$ cat src/rtl/bcd_seg_scanner_if.sv
// Valid/ready handshake carrying one packed BCD word {hundreds, tens, ones}.
//   bcd_in    : BCD word, [11:8] hundreds, [7:4] tens, [3:0] ones
//   bcd_valid : bcd_in is valid this cycle
//   bcd_ready : consumer can accept a word this cycle
// master = word producer, slave = bcd_seg_scanner.
interface bcd_seg_scanner_if;
    logic [11:0] bcd_in;
    logic        bcd_valid;
    logic        bcd_ready;

    modport master (output bcd_in, output bcd_valid, input bcd_ready);
    modport slave  (input bcd_in, input bcd_valid, output bcd_ready);
endinterface

$ cat src/rtl/bcd_seg_scanner.sv
// Three-digit, common-anode, time-multiplexed 7-segment scanner fed by a
// valid/ready BCD word. Accepted words wait in a one-entry pending buffer
// and only reach the display at a frame boundary (hundreds -> ones wrap),
// so a frame never mixes digits from two words.
//   clk   : system clock, rising edge
//   rst_n : synchronous reset, active-low
//   bus   : slave side of the BCD handshake (bcd_in, bcd_valid, bcd_ready)
//   seg   : segments {g,f,e,d,c,b,a}, active-low, registered
//   an    : digit enables, active-low, an[0] ones .. an[2] hundreds, registered
//   err   : displayed word holds a nibble above 9, registered
//
// state    | meaning
// ST_BLANK | nothing shown yet; waiting for the first word
// ST_SCAN  | cycling ones -> tens -> hundreds, DIG_CYCLES cycles per digit
module bcd_seg_scanner #(
    parameter int DIG_CYCLES = 50000,
    parameter bit BLANK_LZ   = 1'b1
) (
    input  logic               clk,
    input  logic               rst_n,
    bcd_seg_scanner_if.slave   bus,
    output logic [6:0]         seg,
    output logic [2:0]         an,
    output logic               err
);
    localparam int CW = (DIG_CYCLES > 1) ? $clog2(DIG_CYCLES) : 1;
    localparam logic [CW-1:0] CNT_LAST = CW'(DIG_CYCLES - 1);

    typedef enum logic {ST_BLANK, ST_SCAN} state_t;

    state_t        state, state_nxt;
    logic [11:0]   pending, pending_nxt;
    logic          pending_full, pending_full_nxt;
    logic [11:0]   disp, disp_nxt;
    logic [1:0]    idx, idx_nxt;
    logic [CW-1:0] cnt, cnt_nxt;
    logic [6:0]    seg_nxt;
    logic [2:0]    an_nxt;
    logic          err_nxt;
    logic          accept;

    function automatic logic [6:0] seg_of(input logic [3:0] nib);
        logic [6:0] pat;
        case (nib)
            4'd0:    pat = 7'h40;
            4'd1:    pat = 7'h79;
            4'd2:    pat = 7'h24;
            4'd3:    pat = 7'h30;
            4'd4:    pat = 7'h19;
            4'd5:    pat = 7'h12;
            4'd6:    pat = 7'h02;
            4'd7:    pat = 7'h78;
            4'd8:    pat = 7'h00;
            4'd9:    pat = 7'h10;
            default: pat = 7'h06;   // "E" for non-BCD nibbles
        endcase
        return pat;
    endfunction

    // A blanked digit keeps its anode lit with all segments off, so every
    // slot keeps the same on-time whether or not it is blanked.
    function automatic logic [6:0] digit_seg(input logic [11:0] word, input logic [1:0] sel);
        logic [3:0] nib;
        logic       blank;
        blank = 1'b0;
        case (sel)
            2'd0: nib = word[3:0];
            2'd1: begin
                nib   = word[7:4];
                blank = BLANK_LZ && (word[11:8] == 4'd0) && (word[7:4] == 4'd0);
            end
            2'd2: begin
                nib   = word[11:8];
                blank = BLANK_LZ && (word[11:8] == 4'd0);
            end
            default: begin
                nib   = 4'd0;
                blank = 1'b1;
            end
        endcase
        return blank ? 7'h7F : seg_of(nib);
    endfunction

    function automatic logic [2:0] an_of(input logic [1:0] sel);
        logic [2:0] a;
        case (sel)
            2'd0:    a = 3'b110;
            2'd1:    a = 3'b101;
            2'd2:    a = 3'b011;
            default: a = 3'b111;
        endcase
        return a;
    endfunction

    function automatic logic has_err(input logic [11:0] word);
        return (word[3:0] > 4'd9) || (word[7:4] > 4'd9) || (word[11:8] > 4'd9);
    endfunction

    assign bus.bcd_ready = ~pending_full;
    assign accept        = bus.bcd_valid && !pending_full;

    always_ff @(posedge clk) begin
        if (!rst_n) begin
            state        <= ST_BLANK;
            pending      <= 12'h000;
            pending_full <= 1'b0;
            disp         <= 12'h000;
            idx          <= 2'd0;
            cnt          <= '0;
            seg          <= 7'h7F;
            an           <= 3'b111;
            err          <= 1'b0;
        end else begin
            state        <= state_nxt;
            pending      <= pending_nxt;
            pending_full <= pending_full_nxt;
            disp         <= disp_nxt;
            idx          <= idx_nxt;
            cnt          <= cnt_nxt;
            seg          <= seg_nxt;
            an           <= an_nxt;
            err          <= err_nxt;
        end
    end

    always_comb begin
        state_nxt        = state;
        pending_nxt      = pending;
        pending_full_nxt = pending_full;
        disp_nxt         = disp;
        idx_nxt          = idx;
        cnt_nxt          = cnt;
        seg_nxt          = 7'h7F;
        an_nxt           = 3'b111;
        err_nxt          = 1'b0;

        case (state)
            ST_BLANK: begin
                if (pending_full) begin
                    disp_nxt         = pending;
                    pending_full_nxt = 1'b0;
                    state_nxt        = ST_SCAN;
                    idx_nxt          = 2'd0;
                    cnt_nxt          = '0;
                end
            end
            ST_SCAN: begin
                if (cnt == CNT_LAST) begin
                    cnt_nxt = '0;
                    if (idx == 2'd2) begin
                        idx_nxt = 2'd0;
                        if (pending_full) begin
                            disp_nxt         = pending;
                            pending_full_nxt = 1'b0;
                        end
                    end else begin
                        idx_nxt = idx + 2'd1;
                    end
                end else begin
                    cnt_nxt = cnt + CW'(1);
                end
            end
            default: state_nxt = ST_BLANK;
        endcase

        // Accept and commit never coincide: accept needs an empty buffer,
        // commit needs a full one.
        if (accept) begin
            pending_nxt      = bus.bcd_in;
            pending_full_nxt = 1'b1;
        end

        // Outputs are registered from the post-edge scan position and word,
        // so an/seg/err always describe the same digit of the same word.
        if (state_nxt == ST_SCAN) begin
            an_nxt  = an_of(idx_nxt);
            seg_nxt = digit_seg(disp_nxt, idx_nxt);
            err_nxt = has_err(disp_nxt);
        end
    end
endmodule

$ cat src/flat_wrapper.sv
// flat-port wrapper written by rule: the top's interface ports become plain ports
module bcd_seg_scanner_flat 
#(
    parameter int DIG_CYCLES = 50000,
    parameter bit BLANK_LZ   = 1'b1
)
  (clk, rst_n, seg, an, err, bus_bcd_in, bus_bcd_valid, bus_bcd_ready);
  bcd_seg_scanner_if bus_i ();
  input  logic clk;
  input  logic rst_n;
  output logic [6:0] seg;
  output logic [2:0] an;
  output logic err;
  input wire logic [$bits(bus_i.bcd_in)-1:0] bus_bcd_in;
  input wire logic [$bits(bus_i.bcd_valid)-1:0] bus_bcd_valid;
  output wire logic [$bits(bus_i.bcd_ready)-1:0] bus_bcd_ready;
  assign bus_i.bcd_in = bus_bcd_in;
  assign bus_i.bcd_valid = bus_bcd_valid;
  assign bus_bcd_ready = bus_i.bcd_ready;
  bcd_seg_scanner #(.DIG_CYCLES(DIG_CYCLES), .BLANK_LZ(BLANK_LZ)) u_core (.clk(clk), .rst_n(rst_n), .bus(bus_i), .seg(seg), .an(an), .err(err));
endmodule
$ cat config.mk
export PLATFORM = sky130hd
export DESIGN_NAME = bcd_seg_scanner_flat
export DESIGN_NICKNAME = d
export VERILOG_FILES = /design/src/rtl/bcd_seg_scanner_if.sv /design/src/rtl/bcd_seg_scanner.sv /design/src/flat_wrapper.sv
export SDC_FILE = /design/constraint.sdc
export NUM_CORES = 1
export LEC_CHECK = 0
export ABC_AREA = 1
export BUFFER_PORTS_ARGS = -buffer_cell sky130_fd_sc_hd__buf_2
export CAP_MARGIN = 20
export CORE_MARGIN = 2
export CORE_UTILIZATION = 30
export CTS_BUF_LIST = sky130_fd_sc_hd__clkbuf_8
export CTS_CLUSTER_DIAMETER = 150
export DETAILED_ROUTE_END_ITERATION = 10
export PLACE_DENSITY = 0.42
export SYNTH_ARGS = -nofsm -noshare
export SYNTH_HDL_FRONTEND = slang
export SYNTH_SLANG_ARGS = --single-unit
$ cat constraint.sdc
create_clock -name clk -period 3 [get_ports clk]
set_input_delay 0 -clock clk [delete_from_list [all_inputs] [get_ports clk]]
set_output_delay 0 -clock clk [all_outputs]
set_load 0.01 [all_outputs]
==> impl_metrics.toml <==
[finish]
fill_cells = 1002
regArea_sq_um = 1100
multi_input_area_sq_um = 1500
nets = 470
area.growth.synth_to_final_pct = 17.7
diodes = 0
drive_above_1_share_pct = 16.7
fin_cells = 561

[yosys]
yosys.area.top_type_share_pct = 38.8
synth.net_count = 432
netlist_top_cells_count = "nand2_1, nor2_1, dfxtp_1"
synth_edf_count = 0
yosys.area.top_type = "dfxtp_1"
syn_area_per_cell_sq_um = 6.91
synth_flop_cell = "dfxtp_1"
ys_types = 30
synth_area_leaders = "dfxtp_1, nand2_1, nor2_1"
synth_most_common_cell = "nand2_1"
syn_inst = 411
yosys_warnings = 0
synthArstFlopShare_pct = 0
syn_area_sq_um = 2840
ys_ff_latch = 55
ys_seq_area_share_pct = 38.8

[global_route]
grt_max_degree = 29
overflow = 0
use_met3_pct = 2.62
antenna_found_initial = 0
use_met1_pct = 20.0
grtUsageMet2_pct = 21.6
grt_pass1_vias = 2362
grt_pass1_wl_microns = 11500
busiest_layer = "met2"
track_usage_pct = 14.0

[sta]
final-max-slew-violation-count = 0
rsz0062_at_grt = "false"
min_period_over_period_pct = 86.9
worstMarginPinSlew_ns = 0.436
skew_ns = 0.00460
fin_tns_setup_ns = 0
fin_crit_ns = 2.61
finalHoldViolations = 0
fmax_ghz = 0.383
setup_viol = 0
relSlewSlack_pct = 70.9

[worst_setup_path]
crit_chain = "ha_1 -> nand3_2 -> nor2_2 -> nand2_1 -> nand2_4 -> nand2_4 -> nand2_1 -> nand2_2 -> nor2_4 -> nand2_1 -> nand3_1 -> inv_1 -> ha_1 -> nand2_1 -> nand3_1 -> nand2_1"
crit_cells = 16
worstPathRequired_ns = 3.21
critPathMaxStageDelay_ns = 0.39
reg2reg_depth = 16
cp_num_buf_inv = 1
crit_path_end_kind = "register"
crit_family = "simple AND/OR/NAND/NOR gates"
worst_setup_path_start_kind = "register"
worstSetupPathType = "register to register"
crit_fanout = 23
arrival_ns = 2.82
cp_slowest_cell = "dfxtp_1"
crit_top_cell = "nand2_1"

[routing]
viasPerCell = 4.61
ant_nets = 0
drt-total-wl_microns = 6660
firstDrtPassIters = 4
drt_iter0_drc = 77
via_count = 2589
drc = 0
wl_per_cell_microns = 11.9

[power]
power.leakage_nw = 1.42
ir_drop_mv = 0.176
powerDensity_nw_per_um2 = 501

[cts]
clockRootBuffer = "clkbuf_8"
clk_latency_ns = 0.31
cts_buffers = 5
cts_resized = 0
cts.path.max_buffers = 2
h-tree-depth = 2
cts_tree = "built"
cts_hold_buf = 13
clkTransAtPathRegs_ns = 0.10
clock-sinks = 55
post-cts-setup-buffers = 0

[placement]
place_inst = 540
io_buffers = 26
place_congestion = 0.761
hpwl_microns = 4810

[run]
cap_violations = 0

[worst_hold_path]
hold_depth = 3
hold_class = "input pin to register"

[floorplanning]
die_h_microns = 101
num_io_pins = 27
fp.dieArea_sq_um = 10300
fp.dieW_microns = 101
initial_utilization_pct = 30.9
num_rows = 35
coreArea_sq_um = 9200

[run_status]
outcome = "complete, no violations"
-- cells in the final DEF, fill, tap and decap left out --
master | Yosys | layout
a211oi_1 | 3 | 3
nor2_2 | 6 | 6
nand3_2 | 3 | 3
nor2_4 | 4 | 4
nor2_1 | 56 | 56
or4_1 | 1 | 1
nand2_4 | 2 | 2
buf_4 | 2 | 4
nand3_1 | 36 | 36
or2_2 | 1 | 1
nand3b_1 | 7 | 7
dlygate4sd3_1 | 0 | 13
a221oi_1 | 4 | 4
nand2_1 | 106 | 106
bufinv_16 | 0 | 2
o21ai_0 | 23 | 23
clkbuf_8 | 0 | 5
o21ai_2 | 3 | 3
a31oi_1 | 1 | 1
inv_1 | 39 | 39
buf_2 | 3 | 26
nor4_1 | 1 | 1
nand4_1 | 4 | 4
o211ai_1 | 1 | 1
a21boi_1 | 1 | 1
ha_1 | 6 | 6
clkinvlp_4 | 0 | 1
nand2_2 | 7 | 7
a21oi_1 | 18 | 18
a21oi_4 | 3 | 3
inv_2 | 8 | 8
dfxtp_1 | 55 | 55
-- kinds of logic (layout without fill, tap and decap cells) --
logic type | Yosys count | in the layout | share of synthesized area [%]
compound gates | 57 | 57 | 12.6
fa+ha+maj | 6 | 6 | 2.64
buf+inv | 59 | 98 | 8.46
flops | 55 | 55 | 38.8
simple gates | 234 | 234 | 37.5
-- worst paths after layout --
kind | from | slack, ns | to
setup / recovery | u_core.cnt[0] | 0.39 | u_core.seg[3]
hold / removal | rst_n | 0.06 | u_core.pending[7]
setup reg to reg | u_core.cnt[0] | 0.39 | u_core.seg[3]
hold reg to reg | u_core.disp[0] | 0.48 | u_core.disp[0]
-- report_power, final --
group	switching, mW	internal [mW]
logic	0.182	0.105
registers	0.0223	0.773
clock network	0.257	0.333
total	0.462	1.21
-- final cells by class --
cell class,instances,share of cell area (%)
multi-input combinational,297,44.9
sequential,55,32.9
timing repair buffer,43,8.69
inverter,47,5.28
tap,111,4.16
clock buffer,5,2.06
clock inverter,3,2.02
-- per-stage QoR --
| stage | power (mW) | area (sq um) | util, % | setup slack (ns) | hold WS, ns |
|---|---|---|---|---|---|
| floorplan | 1.01 | 2840 | - | 0.869 | 0.135 |
| CTS | 1.71 | 3340 | 36.3 | 0.365 | 0.0499 |
| global route | 1.79 | 3340 | 36.3 | 0.114 | 0.0672 |
| detailed placement | 1.09 | 3080 | 33.4 | 0.380 | 0.230 |
| finish | 1.67 | 3340 | 36.3 | 0.392 | 0.0594 |
| global placement | 1.09 | 3080 | 33.4 | 0.400 | 0.224 |
-- state kept, by name, summed over array words and instances (netlist names) --
| signal | cells |
|---|---|
| u_core.seg | 7 |
| u_core.an | 3 |
| u_core.err | 1 |
| u_core.idx | 2 |
| u_core.pending_full | 1 |
| u_core.disp | 12 |
| u_core.pending | 12 |
| u_core.state | 1 |
| u_core.cnt | 16 |
-- layer usage --
metal  wire (microns)  part of all wire (%)  vias to the layer above
li1                 -                     -                     1392
met1             3600                    54                     1152
met2             2770                    42                       38
met4               80                   1.2                        0
met3              210                   3.2                        7
met5                0                     0                        -
-- worst reg2reg max path: stages, from the launching register on --
cell and delay (ns):
dfxtp_1 0.39, ha_1 0.22, nand3_2 0.13, nor2_2 0.12
nand2_1 0.08, nand2_4 0.22, nand2_4 0.13, nand2_1 0.09
nand2_2 0.13, nor2_4 0.19, nand2_1 0.07, nand3_1 0.15
inv_1 0.10, ha_1 0.28, nand2_1 0.07, nand3_1 0.10
nand2_1 0.05
Power figures use the tool's default switching activity.
